==> config.mk <==
export PLATFORM = sky130hd
export DESIGN_NAME = line_mem_arbiter_flat
export DESIGN_NICKNAME = d
export VERILOG_FILES = /design/src/rtl/line_mem_arbiter_pkg.sv /design/src/rtl/line_mem_arbiter_if.sv /design/src/rtl/line_mem_arbiter.sv /design/src/flat_wrapper.sv
export SDC_FILE = /design/constraint.sdc
export NUM_CORES = 1
export LEC_CHECK = 0
export ABC_AREA = 1
export CORE_AREA = 2 2 540 542
export CTS_CLUSTER_DIAMETER = 80
export CTS_CLUSTER_SIZE = 28
export DETAILED_ROUTE_END_ITERATION = 8
export DIE_AREA = 0 0 542 544
export PLACE_DENSITY = 0.3
export SLEW_MARGIN = 20
export SYNTH_ARGS = -nofsm -noshare
export SYNTH_HDL_FRONTEND = slang
export SYNTH_SLANG_ARGS = --single-unit
==> constraint.sdc <==
create_clock -name clk -period 1.5 [get_ports clk]
set_clock_uncertainty 0.05 [all_clocks]
set_input_delay 0.45 -clock clk [delete_from_list [all_inputs] [get_ports clk]]
set_output_delay 0.45 -clock clk [all_outputs]
set_load 0.01 [all_outputs]
==> src/rtl/line_mem_arbiter_pkg.sv <==
// Shared arbiter types and the line geometry used by the L1 caches,
// the arbiter and the cacheline adaptor.
package arb_types;

    typedef enum logic [1:0] {
        IDLE    = 2'd0,
        SERVE_I = 2'd1,
        SERVE_D = 2'd2
    } arb_state_t;

    localparam int ARB_ADDR_W   = 32;
    localparam int ARB_LINE_W   = 256;
    localparam int ARB_OFFSET_W = 5;

endpackage

==> src/rtl/line_mem_arbiter_if.sv <==
// Cache-side and memory-side bus of the line arbiter.
// slave  : the arbiter's view (serves the caches, drives the memory port).
// master : the environment's view (caches and downstream adaptor).
interface line_mem_arbiter_if #(
    parameter int ADDR_W = 32,
    parameter int LINE_W = 256
);
    logic              i_read;
    logic [ADDR_W-1:0] i_addr;
    logic              i_resp;
    logic [LINE_W-1:0] i_rdata;

    logic              d_read;
    logic              d_write;
    logic [ADDR_W-1:0] d_addr;
    logic [LINE_W-1:0] d_wdata;
    logic              d_resp;
    logic [LINE_W-1:0] d_rdata;

    logic              pmem_read;
    logic              pmem_write;
    logic [ADDR_W-1:0] pmem_address;
    logic [LINE_W-1:0] pmem_wdata;
    logic [LINE_W-1:0] pmem_rdata;
    logic              pmem_resp;

    modport slave (
        input  i_read, i_addr, d_read, d_write, d_addr, d_wdata,
        input  pmem_rdata, pmem_resp,
        output i_resp, i_rdata, d_resp, d_rdata,
        output pmem_read, pmem_write, pmem_address, pmem_wdata
    );

    modport master (
        output i_read, i_addr, d_read, d_write, d_addr, d_wdata,
        output pmem_rdata, pmem_resp,
        input  i_resp, i_rdata, d_resp, d_rdata,
        input  pmem_read, pmem_write, pmem_address, pmem_wdata
    );

endinterface

==> src/rtl/line_mem_arbiter.sv <==
// Shares one physical memory port between the I-cache (read-only) and the
// D-cache (read/write). Data side has priority, bounded by a starve counter.
//
// state   | meaning
// --------+-----------------------------------------------------------
// IDLE    | no transaction; requests sampled here (one turnaround cycle)
// SERVE_I | I-cache line read in flight, waiting for pmem_resp
// SERVE_D | D-cache line read or write-back in flight, waiting for pmem_resp
module line_mem_arbiter
    import arb_types::*;
#(
    parameter int ADDR_W       = ARB_ADDR_W,
    parameter int LINE_W       = ARB_LINE_W,
    parameter int OFFSET_W     = ARB_OFFSET_W,
    parameter int STARVE_LIMIT = 4
) (
    input  logic                  clk,
    input  logic                  rst_n,
    line_mem_arbiter_if.slave     bus,
    output logic                  busy
);

    localparam int CNT_W = $clog2(STARVE_LIMIT + 1);

    arb_state_t        state;
    arb_state_t        state_nxt;
    logic [CNT_W-1:0]  starve_cnt;
    logic              starved;
    logic              d_req;
    logic              enter_i;
    logic              enter_d;

    logic              cap_read;
    logic              cap_write;
    logic [ADDR_W-1:0] cap_addr;
    logic [LINE_W-1:0] cap_wdata;

    assign d_req   = bus.d_read | bus.d_write;
    assign starved = (starve_cnt == CNT_W'(STARVE_LIMIT));

    // Grant decision in IDLE and completion detection in the SERVE states.
    // The trailing D-only branch keeps D from deadlocking if the I side
    // withdraws while the counter sits at its limit.
    always_comb begin
        state_nxt = state;
        enter_i   = 1'b0;
        enter_d   = 1'b0;
        case (state)
            IDLE: begin
                if (d_req && !starved) begin
                    enter_d = 1'b1;
                end else if (bus.i_read) begin
                    enter_i = 1'b1;
                end else if (d_req) begin
                    enter_d = 1'b1;
                end
                if (enter_d) begin
                    state_nxt = SERVE_D;
                end else if (enter_i) begin
                    state_nxt = SERVE_I;
                end
            end
            SERVE_I, SERVE_D: begin
                if (bus.pmem_resp) begin
                    state_nxt = IDLE;
                end
            end
            default: state_nxt = IDLE;
        endcase
    end

    // State register.
    always_ff @(posedge clk or negedge rst_n) begin
        if (!rst_n) begin
            state <= IDLE;
        end else begin
            state <= state_nxt;
        end
    end

    // Anti-starvation counter: counts D grants taken while I waits.
    always_ff @(posedge clk or negedge rst_n) begin
        if (!rst_n) begin
            starve_cnt <= '0;
        end else if (enter_i) begin
            starve_cnt <= '0;
        end else if (enter_d && bus.i_read && !starved) begin
            starve_cnt <= starve_cnt + 1'b1;
        end
    end

    // Capture the granted request so the requester may change its inputs
    // after grant; strobes drop on the edge that completes the transaction.
    always_ff @(posedge clk or negedge rst_n) begin
        if (!rst_n) begin
            cap_read  <= 1'b0;
            cap_write <= 1'b0;
            cap_addr  <= '0;
            cap_wdata <= '0;
        end else if (enter_i) begin
            cap_read  <= 1'b1;
            cap_write <= 1'b0;
            cap_addr  <= bus.i_addr;
            cap_wdata <= '0;
        end else if (enter_d) begin
            // Write wins if both D strobes are (illegally) high.
            cap_read  <= bus.d_read & ~bus.d_write;
            cap_write <= bus.d_write;
            cap_addr  <= bus.d_addr;
            cap_wdata <= bus.d_write ? bus.d_wdata : '0;
        end else if ((state != IDLE) && bus.pmem_resp) begin
            cap_read  <= 1'b0;
            cap_write <= 1'b0;
        end
    end

    assign bus.pmem_read    = cap_read;
    assign bus.pmem_write   = cap_write;
    assign bus.pmem_address = {cap_addr[ADDR_W-1:OFFSET_W], {OFFSET_W{1'b0}}};
    assign bus.pmem_wdata   = cap_wdata;

    assign bus.i_resp  = (state == SERVE_I) & bus.pmem_resp;
    assign bus.d_resp  = (state == SERVE_D) & bus.pmem_resp;
    assign bus.i_rdata = bus.pmem_rdata;
    assign bus.d_rdata = bus.pmem_rdata;

    assign busy = (state != IDLE);

    // D-cache must never raise read and write together.
    a_d_exclusive: assert property (@(posedge clk) disable iff (!rst_n)
        !(bus.d_read && bus.d_write));

endmodule

==> src/flat_wrapper.sv <==
// flat-port wrapper written by rule: the top's interface ports become plain ports
module line_mem_arbiter_flat import arb_types::*;
#(
    parameter int ADDR_W       = ARB_ADDR_W,
    parameter int LINE_W       = ARB_LINE_W,
    parameter int OFFSET_W     = ARB_OFFSET_W,
    parameter int STARVE_LIMIT = 4
)
  (clk, rst_n, busy, bus_i_read, bus_i_addr, bus_d_read, bus_d_write, bus_d_addr, bus_d_wdata, bus_pmem_rdata, bus_pmem_resp, bus_i_resp, bus_i_rdata, bus_d_resp, bus_d_rdata, bus_pmem_read, bus_pmem_write, bus_pmem_address, bus_pmem_wdata);
  line_mem_arbiter_if #(.ADDR_W(ADDR_W), .LINE_W(LINE_W)) bus_i ();
  input  logic clk;
  input  logic rst_n;
  output logic busy;
  input wire logic [$bits(bus_i.i_read)-1:0] bus_i_read;
  input wire logic [$bits(bus_i.i_addr)-1:0] bus_i_addr;
  input wire logic [$bits(bus_i.d_read)-1:0] bus_d_read;
  input wire logic [$bits(bus_i.d_write)-1:0] bus_d_write;
  input wire logic [$bits(bus_i.d_addr)-1:0] bus_d_addr;
  input wire logic [$bits(bus_i.d_wdata)-1:0] bus_d_wdata;
  input wire logic [$bits(bus_i.pmem_rdata)-1:0] bus_pmem_rdata;
  input wire logic [$bits(bus_i.pmem_resp)-1:0] bus_pmem_resp;
  output wire logic [$bits(bus_i.i_resp)-1:0] bus_i_resp;
  output wire logic [$bits(bus_i.i_rdata)-1:0] bus_i_rdata;
  output wire logic [$bits(bus_i.d_resp)-1:0] bus_d_resp;
  output wire logic [$bits(bus_i.d_rdata)-1:0] bus_d_rdata;
  output wire logic [$bits(bus_i.pmem_read)-1:0] bus_pmem_read;
  output wire logic [$bits(bus_i.pmem_write)-1:0] bus_pmem_write;
  output wire logic [$bits(bus_i.pmem_address)-1:0] bus_pmem_address;
  output wire logic [$bits(bus_i.pmem_wdata)-1:0] bus_pmem_wdata;
  assign bus_i.i_read = bus_i_read;
  assign bus_i.i_addr = bus_i_addr;
  assign bus_i.d_read = bus_d_read;
  assign bus_i.d_write = bus_d_write;
  assign bus_i.d_addr = bus_d_addr;
  assign bus_i.d_wdata = bus_d_wdata;
  assign bus_i.pmem_rdata = bus_pmem_rdata;
  assign bus_i.pmem_resp = bus_pmem_resp;
  assign bus_i_resp = bus_i.i_resp;
  assign bus_i_rdata = bus_i.i_rdata;
  assign bus_d_resp = bus_i.d_resp;
  assign bus_d_rdata = bus_i.d_rdata;
  assign bus_pmem_read = bus_i.pmem_read;
  assign bus_pmem_write = bus_i.pmem_write;
  assign bus_pmem_address = bus_i.pmem_address;
  assign bus_pmem_wdata = bus_i.pmem_wdata;
  line_mem_arbiter #(.ADDR_W(ADDR_W), .LINE_W(LINE_W), .OFFSET_W(OFFSET_W), .STARVE_LIMIT(STARVE_LIMIT)) u_core (.clk(clk), .rst_n(rst_n), .bus(bus_i), .busy(busy));
endmodule
==> Yosys cells after proc, flatten, opt, wreduce, memory -nomap -nowiden <==
Cells that the tools add are included.
{ "op_classes": {"eq_ne": 5, "bitwise": 5, "addsub": 1, "n_reduce_logical": 12, "muxes": 25} }
{ "op_table": {"columns": ["operator", "count"], "rows": [
  ["256-bit 2-to-1 mux", 3],
  ["32-bit 2-to-1 mux", 2],
  ["1-bit 2-to-1 mux", 14],
  ["2-bit 2-to-1 mux", 3],
  ["3-bit 2-to-1 mux", 2],
  ["2-bit nonzero test", 3],
  ["1-bit logical AND", 4],
  ["2-bit case mux with 2 select lines", 1],
  ["3-bit by 1-bit adder with 3-bit output (second input constant)", 1],
  ["1-bit AND", 3],
  ["3-bit == test (second input constant)", 1],
  ["3-bit by 1-bit inequality test with 1-bit output (second input constant)", 1],
  ["3-bit nonzero test", 1],
  ["2-bit by 1-bit == test with 1-bit output (second input constant)", 1],
  ["2-bit == test (second input constant)", 1],
  ["2-bit logical NOT", 1],
  ["2-bit inequality test (second input constant)", 1],
  ["2-bit AND reduction", 1],
  ["2-bit OR reduction", 1],
  ["1-bit logical NOT", 1],
  ["1-bit inverter", 1],
  ["1-bit OR", 1]
]} }
{ "word_totals": {"regBits": 295, "out_inout_bits": 805, "in_bits": 582, "word_cells": 54} }

==> Logic depth before layout (Yosys ltp) <==
Gate-level depths: netlist of run 1.
{ "logic_depth": {"word_depth": 10, "depth_mapped": 9} }

==> Worst setup path after synthesis of run 1 <==
No wires, ideal clock.
{ "synth_path": {"path_type": "register to register", "start": "register u_core.state[0]", "end": "register u_core.cap_addr[10]", "setup_ps": 117, "arrival_time_ps": 1482, "setup_slack_ps": -149, "synth_period_minus_slack_ps": 1649, "stages_incl_launch_ff": 10, "cell_sequence": "dfrtp_1 -> inv_1 -> ha_1 -> nand2_1 -> clkinv_1 -> nand2_2 -> buf_1 -> nand2_1 -> nand3_1 -> nand2_1"} }
{ "synth_via": {"elab_chain_len": 3, "word_cells_on_any_way": 5} }
{ "synth_rtl": {"columns": ["element", "line_no", "text"], "rows": [
  ["from (decl)", "line_mem_arbiter.sv:25", "arb_state_t state;"],
  ["from (signal assigned)", "line_mem_arbiter.sv:77", "state <= state_nxt;"],
  ["2-bit logical NOT (*)", "line_mem_arbiter.sv:48", "case (state)"],
  ["1-bit 2-to-1 mux", "line_mem_arbiter.sv:48", null],
  ["32-bit 2-to-1 mux / 2-bit nonzero test (equally long branches)", null, null],
  ["to (signal assigned)", "line_mem_arbiter.sv:103", "cap_addr <= bus.i_addr;"],
  ["to (signal assigned)", "line_mem_arbiter.sv:109", "cap_addr <= bus.d_addr;"],
  ["to (decl)", "line_mem_arbiter.sv:35", "logic [ADDR_W-1:0] cap_addr;"]
]} }
Every way passes the cells marked *; elsewhere a longest branch is shown, timed or not.
A chain may end at the register's enable or synchronous reset.

==> Worst setup path in the final report of run 1 <==
{ "layout_path": {"start": "register u_core.state[1]", "end": "register u_core.cap_wdata[19], in the netlist u_core.bus.pmem_wdata[19]"} }
{ "layout_via": {"elab_chain_len": 3, "word_cells_on_any_way": 5} }
{ "layout_rtl": {"columns": ["element", "line_no", "text"], "rows": [
  ["2-bit logical NOT (*)", "line_mem_arbiter.sv:48", null],
  ["1-bit 2-to-1 mux", "line_mem_arbiter.sv:48", null],
  ["256-bit 2-to-1 mux / 2-bit nonzero test (equally long branches)", null, null],
  ["to (signal assigned)", "line_mem_arbiter.sv:110", "cap_wdata <= bus.d_write ? bus.d_wdata : '0;"],
  ["to (decl)", "line_mem_arbiter.sv:36", "logic [LINE_W-1:0] cap_wdata;"]
]} }
Marked as above.

==> results of run 1 <==
-- synthesized netlist by cell type, types with 2 or more instances --
| cell | number | area share |
|---|---|---|
| nand2_1 | 581 | 0.14 |
| nand4_1 | 2 | 0.00078 |
| nor2_1 | 4 | 0.00094 |
| nand2_2 | 2 | 0.00078 |
| dfrtp_1 | 290 | 0.46 |
| nand3_1 | 340 | 0.11 |
| inv_2 | 2 | 0.00047 |
| clkbuf_1 | 6 | 0.0014 |
| buf_4 | 521 | 0.25 |
| buf_2 | 83 | 0.026 |
| buf_1 | 8 | 0.0019 |
| ha_1 | 5 | 0.0039 |
| inv_1 | 64 | 0.015 |
| o21ai_0 | 7 | 0.0022 |
-- report_power, final --
group | switching (mW) | internal, mW
Combinational | 19.9 | 21.4
Sequential | 4.99 | 11.9
Clock | 4.93 | 5.75
Total | 29.8 | 39.1
-- what timing repair did --
action,in CTS,in global routing
setup buffers,84,33
hold buffers,1,0
pin swaps,23,262
hold endpoints to repair,169,0
gates cloned,34,39
setup endpoints to repair,578,578
gates resized for setup,987,688
-- kinds of logic after synthesis --
family          after synthesis  share of synthesized area
fa+ha+maj                     5                    0.00392
xor+xnor                      1                   0.000549
compound gates                7                    0.00220
buf+inv                     685                      0.290
simple gates                931                      0.248
flops                       290                      0.455
other cells                   1                   0.000235
-- critical path: cells and delay by family (launching register included) --
family	cells	cell delay, ps
simple gates	4	240
fa+ha+maj	1	150
flops	1	450
buf+inv	8	1030
-- layout make-up --
type / count / area (sq um) / area share
Sequential cell: 290 / 7290 / 0.227
Clock inverter: 26 / 349 / 0.0109
Inverter: 67 / 264 / 0.00821
Tap cell: 3800 / 4750 / 0.148
Multi-Input combinational cell: 949 / 6830 / 0.212
Antenna cell: 1 / 2.50 / 0.0000779
Timing Repair Buffer: 886 / 11600 / 0.361
Clock buffer: 46 / 1040 / 0.0324
-- per-layer routing --
layer  global-route usage  up-vias  wire length [um]
met1                0.102     7143             56000
met2                0.161     1293             74700
met5              0.00536        -               239
li1                     -     6156                 -
met4               0.0355        6              6780
met3                0.106      279             35400
-- stage by stage --
stage	worst slack, ps	power (mW)	TNS (ps)
3_3_place_gp	-879	45.5	-223240
6_report	-529	68.9	-181240
5_1_grt	-588	72.9	-221820
3_5_place_dp	-890	45.2	-224510
2_1_floorplan	-21.3	24.1	-5210
4_1_cts	-595	63.3	-215170
-- flip-flops by register name, summed over array words and instances, names as in the netlist --
| signal | cells |
|---|---|
| u_core.bus.pmem_read | 1 |
| u_core.bus.pmem_wdata | 256 |
| u_core.bus.pmem_write | 1 |
| u_core.cap_addr | 27 |
| u_core.starve_cnt | 3 |
| u_core.state | 2 |
-- worst max path at each step --
stage                                                        end                        start  cells after the start  slack (ps)
after floorplan                  u_core.cap_addr[31]$_DFFE_PN0P_  u_core.state[1]$_DFFE_PN0P_                      9         -20
after global placement    u_core.bus.pmem_wdata[134]$_DFFE_PN0P_                   bus_d_read                     10        -880
after detailed placement  u_core.bus.pmem_wdata[134]$_DFFE_PN0P_                   bus_d_read                     10        -890
after CTS                                             bus_d_resp  u_core.state[0]$_DFFE_PN0P_                      5        -590
after global routing       u_core.bus.pmem_wdata[98]$_DFFE_PN0P_  u_core.state[1]$_DFFE_PN0P_                     12        -590
final                      u_core.bus.pmem_wdata[19]$_DFFE_PN0P_  u_core.state[1]$_DFFE_PN0P_                     13        -530
==> reports/metrics.cfg, run 1 <==
[sta]
max_clock_freq_ghz = 0.493
rsz0062_at_grt = true
drv_slew = 0
finalHoldViolCount = 0
post-route-min-period_ps = 2030
period_share = 1.35
hold_ws_ps = 214
layout_setup_ws_ps = -529
setup_viol = 578

[floorplanning]
ioPinCount = 1387
dieArea_sq_mm = 0.295
num_rows = 198
fp.dieH_um = 544
coreArea_sq_mm = 0.289
initial_core_util = 0.0551
fp.dieW_um = 542

[cts]
cts_tree = yes
clockRootBuffer = clkbuf_16
cts.htree.levels = 2
cts_buffers = 39
clock-sinks = 290
cts.reportedPaths.clkPinSlew_ps = 70
clock_path_buffers = 3
clk_latency_ps = 610

[setup_path]
r2r_slack_ps = -530
crit_required_ps = 1990
rr_worst_depth = 13
worstSetupPathType = reg -> reg
r2r_start = u_core.state[1]$_DFFE_PN0P_
worst_setup_path_start_kind = flop
cp.arrival_ps = 2510
rr_endpoint = u_core.bus.pmem_wdata[19]$_DFFE_PN0P_
critical_path.max_fanout = 6
path_common_cell = buf_12
cpPeakStageDelay_ps = 450
path_cells = inv_4 > ha_4 > buf_6 > buf_12 > nand2_8 > inv_8 > nand2_8 > buf_12 > clkbuf_16 > clkbuf_16 > buf_12 > nand3_2 > nand2_1
end_kind = flop
cpMaxStageDelayCell = dfrtp_2

[layout]
layoutNonFillerInstCount = 6065
final_cell_area_sq_mm = 0.0321
most-common-layout-cells = nand2_1, clkdlybuf4s50_1, dfrtp_1, nand3_2, buf_12
area_delta_synth_final_pct = 102
final_common_cell = nand2_1
nFillCells = 33100
nNetsFinal = 2820
fin_util = 0.111
layout-drive-gt1-share = 0.530

[global_route]
grt_use_total = 0.108
antenna_found_initial = 24
grt_max_degree = 60
grt_pass1_vias = 15100
grt_pass1_wl_um = 201000
overflow = 0

[yosys]
yosysWarnings = 0
ys_ff_latch = 290
synth_area_sq_mm = 0.0159
synthArstFlopShare = 1.00
synthDistinctLibCells = 19
ys.flop_type = dfrtp_1
synth_cells = 1920
seq_area_frac_synth = 0.455
avgSynthCellArea_sq_um = 8.31
synth-edff-count = 0

[routing]
initialDrtViolationCount = 920
drtPass1Iterations = 6
ant_nets = 0
drc = 0
avgViaCountPerCell = 2.45
wl_per_cell_um = 28.6
vias = 14900
routed_wl_um = 173000

[power]
cellLeakagePower_nw = 13.9
ir_drop_v = 0.000835
power_density_mw_per_mm2 = 2140

[placement]
placed_cell_area_sq_mm = 0.0247
dp_cells = 5823
port_buffers = 603
gp_congestion = 0.794
dp.final_hpwl_um = 136000

[status]
outcome = finished with violations
violations = negative setup slack

[run]
drv_cap = 0

[hold_path]
hold_class = in -> async

(Power assumes the default switching activity.)
==> inputs of run 2 (changes only) <==
--- a/config.mk
+++ b/config.mk
@@ -6,11 +6,11 @@
 export NUM_CORES = 1
 export LEC_CHECK = 0
 export ABC_AREA = 1
-export CORE_AREA = 2 2 540 542
+export CORE_AREA = 5 5 543 545
 export CTS_CLUSTER_DIAMETER = 80
 export CTS_CLUSTER_SIZE = 28
 export DETAILED_ROUTE_END_ITERATION = 8
-export DIE_AREA = 0 0 542 544
+export DIE_AREA = 0 0 548 550
 export PLACE_DENSITY = 0.3
 export SLEW_MARGIN = 20
 export SYNTH_ARGS = -nofsm -noshare
==> run 2 against run 1 <==
The run still ends with negative setup slack left. Clock power is 6% higher. Global-route usage increased by 0.48 points. First-iteration DRC count shrank 34%. Final cell count grew 3.0%. Cell area up 5.8%. Critical path type is now reg -> out.
==> reports/metrics.cfg, run 2 (same netlist as run 1, synthesis figures left out) <==
[status]
outcome = finished with violations
violations = negative setup slack

[global_route]
overflow = 0
grt_use_total = 0.113
antenna_found_initial = 23
grtUsageMet2 = 0.175
grt_pass1_vias = 15900
grt_max_degree = 47
grt_use_met1 = 0.0967
grt.busiest_layer = met2
grt_pass1_wl_um = 215000
gr-usage-met3 = 0.121

[layout]
area_delta_synth_final_pct = 113
nNetsFinal = 2997
layout-drive-gt1-share = 0.602
final_cell_area_sq_mm = 0.0340
largest_reg_flops = 256
fin_util = 0.117
nFillCells = 32900
most-common-layout-cells = clkdlybuf4s50_1, nand2_1, buf_4, nand3_2, dfrtp_1
final_common_cell = clkdlybuf4s50_1

[sta]
max_clock_freq_ghz = 0.492
drv_slew = 0
period_share = 1.35
rsz0062_at_grt = true
hold_ws_ps = 244
layout_setup_ws_ps = -532
setup_viol = 578
finalHoldViolCount = 0
post-route-min-period_ps = 2030

[setup_path]
cpPeakStageDelay_ps = 410
end_kind = output pin
cp.arrival_ps = 1530
critical-path-top-delay-family = flip-flops
cpMaxStageDelayCell = dfrtp_1
path_cells = buf_6 > ha_4 > nand2_2 > inv_2 > buf_6
critical_path.max_fanout = 2
crit_buf_inv = 3
worst_setup_path_start_kind = flop
crit_required_ps = 1000
r2r_start = u_core.state[0]$_DFFE_PN0P_
worstSetupPathType = reg -> out
path_common_cell = buf_6
cp-startpoint = u_core.state[0]$_DFFE_PN0P_

[cts]
clockRootBuffer = clkbuf_16
cts.htree.levels = 2
clock-sinks = 290
clk_latency_ps = 630
cts_buffers = 39
cts_tree = yes
clock_path_buffers = 3
cts.reportedPaths.clkPinSlew_ps = 80

[hold_path]
min_from = bus_d_wdata[43]
hold_class = in -> reg

[routing]
initialDrtViolationCount = 610
drtPass1Iterations = 8
ant_nets = 0
vias = 15400
wl_per_cell_um = 29.2
routed_wl_um = 183000
drc = 0
avgViaCountPerCell = 2.46

[placement]
gp_congestion = 0.853
port_buffers = 603
placed_cell_area_sq_mm = 0.0249
dp.final_hpwl_um = 146000

[power]
cellLeakagePower_nw = 14.8
ir_drop_v = 0.000805
power_density_mw_per_mm2 = 2200
report.power.total_mw = 74.8

[floorplanning]
coreArea_sq_mm = 0.290
fp.dieH_um = 550
initial_core_util = 0.0551
num_rows = 198
dieArea_sq_mm = 0.301
fp.dieW_um = 548
ioPinCount = 1387

[run]
drv_cap = 0

## run 2: cell count changes in the layout (fill, tap and decap cells not counted), sizes merged, moves of 2 or more
| cell | previous run | this run |
|---|---|---|
| buf | 536 | 725 |
| bufinv | 3 | 5 |
| clkbuf | 81 | 65 |
| clkinv | 6 | 13 |
| diode | 1 | 8 |
| inv | 83 | 77 |
## run 2: what timing repair did
action                                   CTS  global route
pin swaps                                156           183
endpoints found under the setup margin   578           578
hold buffers                               1             0
endpoints found under the hold margin    220             0
buffers inserted                         120           158
cloned                                    57            27
resized for setup                       1281           540
## run 2: cell type report
type	instances	area, sq um	area share
inverters	67	259	0.00762
diodes	8	20.0	0.000589
clock inverters	29	457	0.0134
repair buffers	1063	13300	0.390
clock buffers	43	1040	0.0307
flip-flops and latches	290	7370	0.217
multi-input cells	949	6830	0.201
well taps	3800	4750	0.140
## run 2: worst register-to-register path, cell delays in order (launching register included)
cell	delay [ps]
dfrtp_1	410
inv_2	110
ha_4	160
buf_6	110
buf_6	100
nand2_4	50
clkinv_4	80
nand2_8	90
buf_12	160
buf_16	170
buf_12	170
buf_16	140
nand3_2	50
nand2_1	60
## run 2: final timing paths
check	end	slack (ps)	cells past startpoint
min in group asynchronous	u_core.bus.pmem_wdata[240]$_DFFE_PN0P_	280	3
worst max-delay path	bus_i_resp	-530	5
worst min register to register	u_core.bus.pmem_wdata[55]$_DFFE_PN0P_	470	2
worst min-delay path	u_core.bus.pmem_wdata[43]$_DFFE_PN0P_	240	3
max in group asynchronous	u_core.bus.pmem_wdata[102]$_DFFE_PN0P_	460	4
worst max register to register	u_core.bus.pmem_wdata[126]$_DFFE_PN0P_	-510	13
## run 2: metrics by stage
stage	worst slack, ps	setup TNS [ps]	std cells
3_5_place_dp	-912	-240690	5840
2_1_floorplan	-21.3	-5210	1924
3_3_place_gp	-902	-237450	5840
6_report	-532	-180770	6249
5_1_grt	-610	-221770	6243
4_1_cts	-612	-208240	6085
## run 2: metal layers
layer,part of all wire,vias up
met1,0.30,7285
met5,0.0026,-
met2,0.44,1297
li1,-,6545
met4,0.037,10
met3,0.23,260
## run 2: power by group
part           total, mW  internal [mW]  switching (mW)
sequential          17.3           12.1            5.18
combinational       46.3           24.5            21.7
clock               11.3           6.20            5.10
total               74.8           42.8            32.0
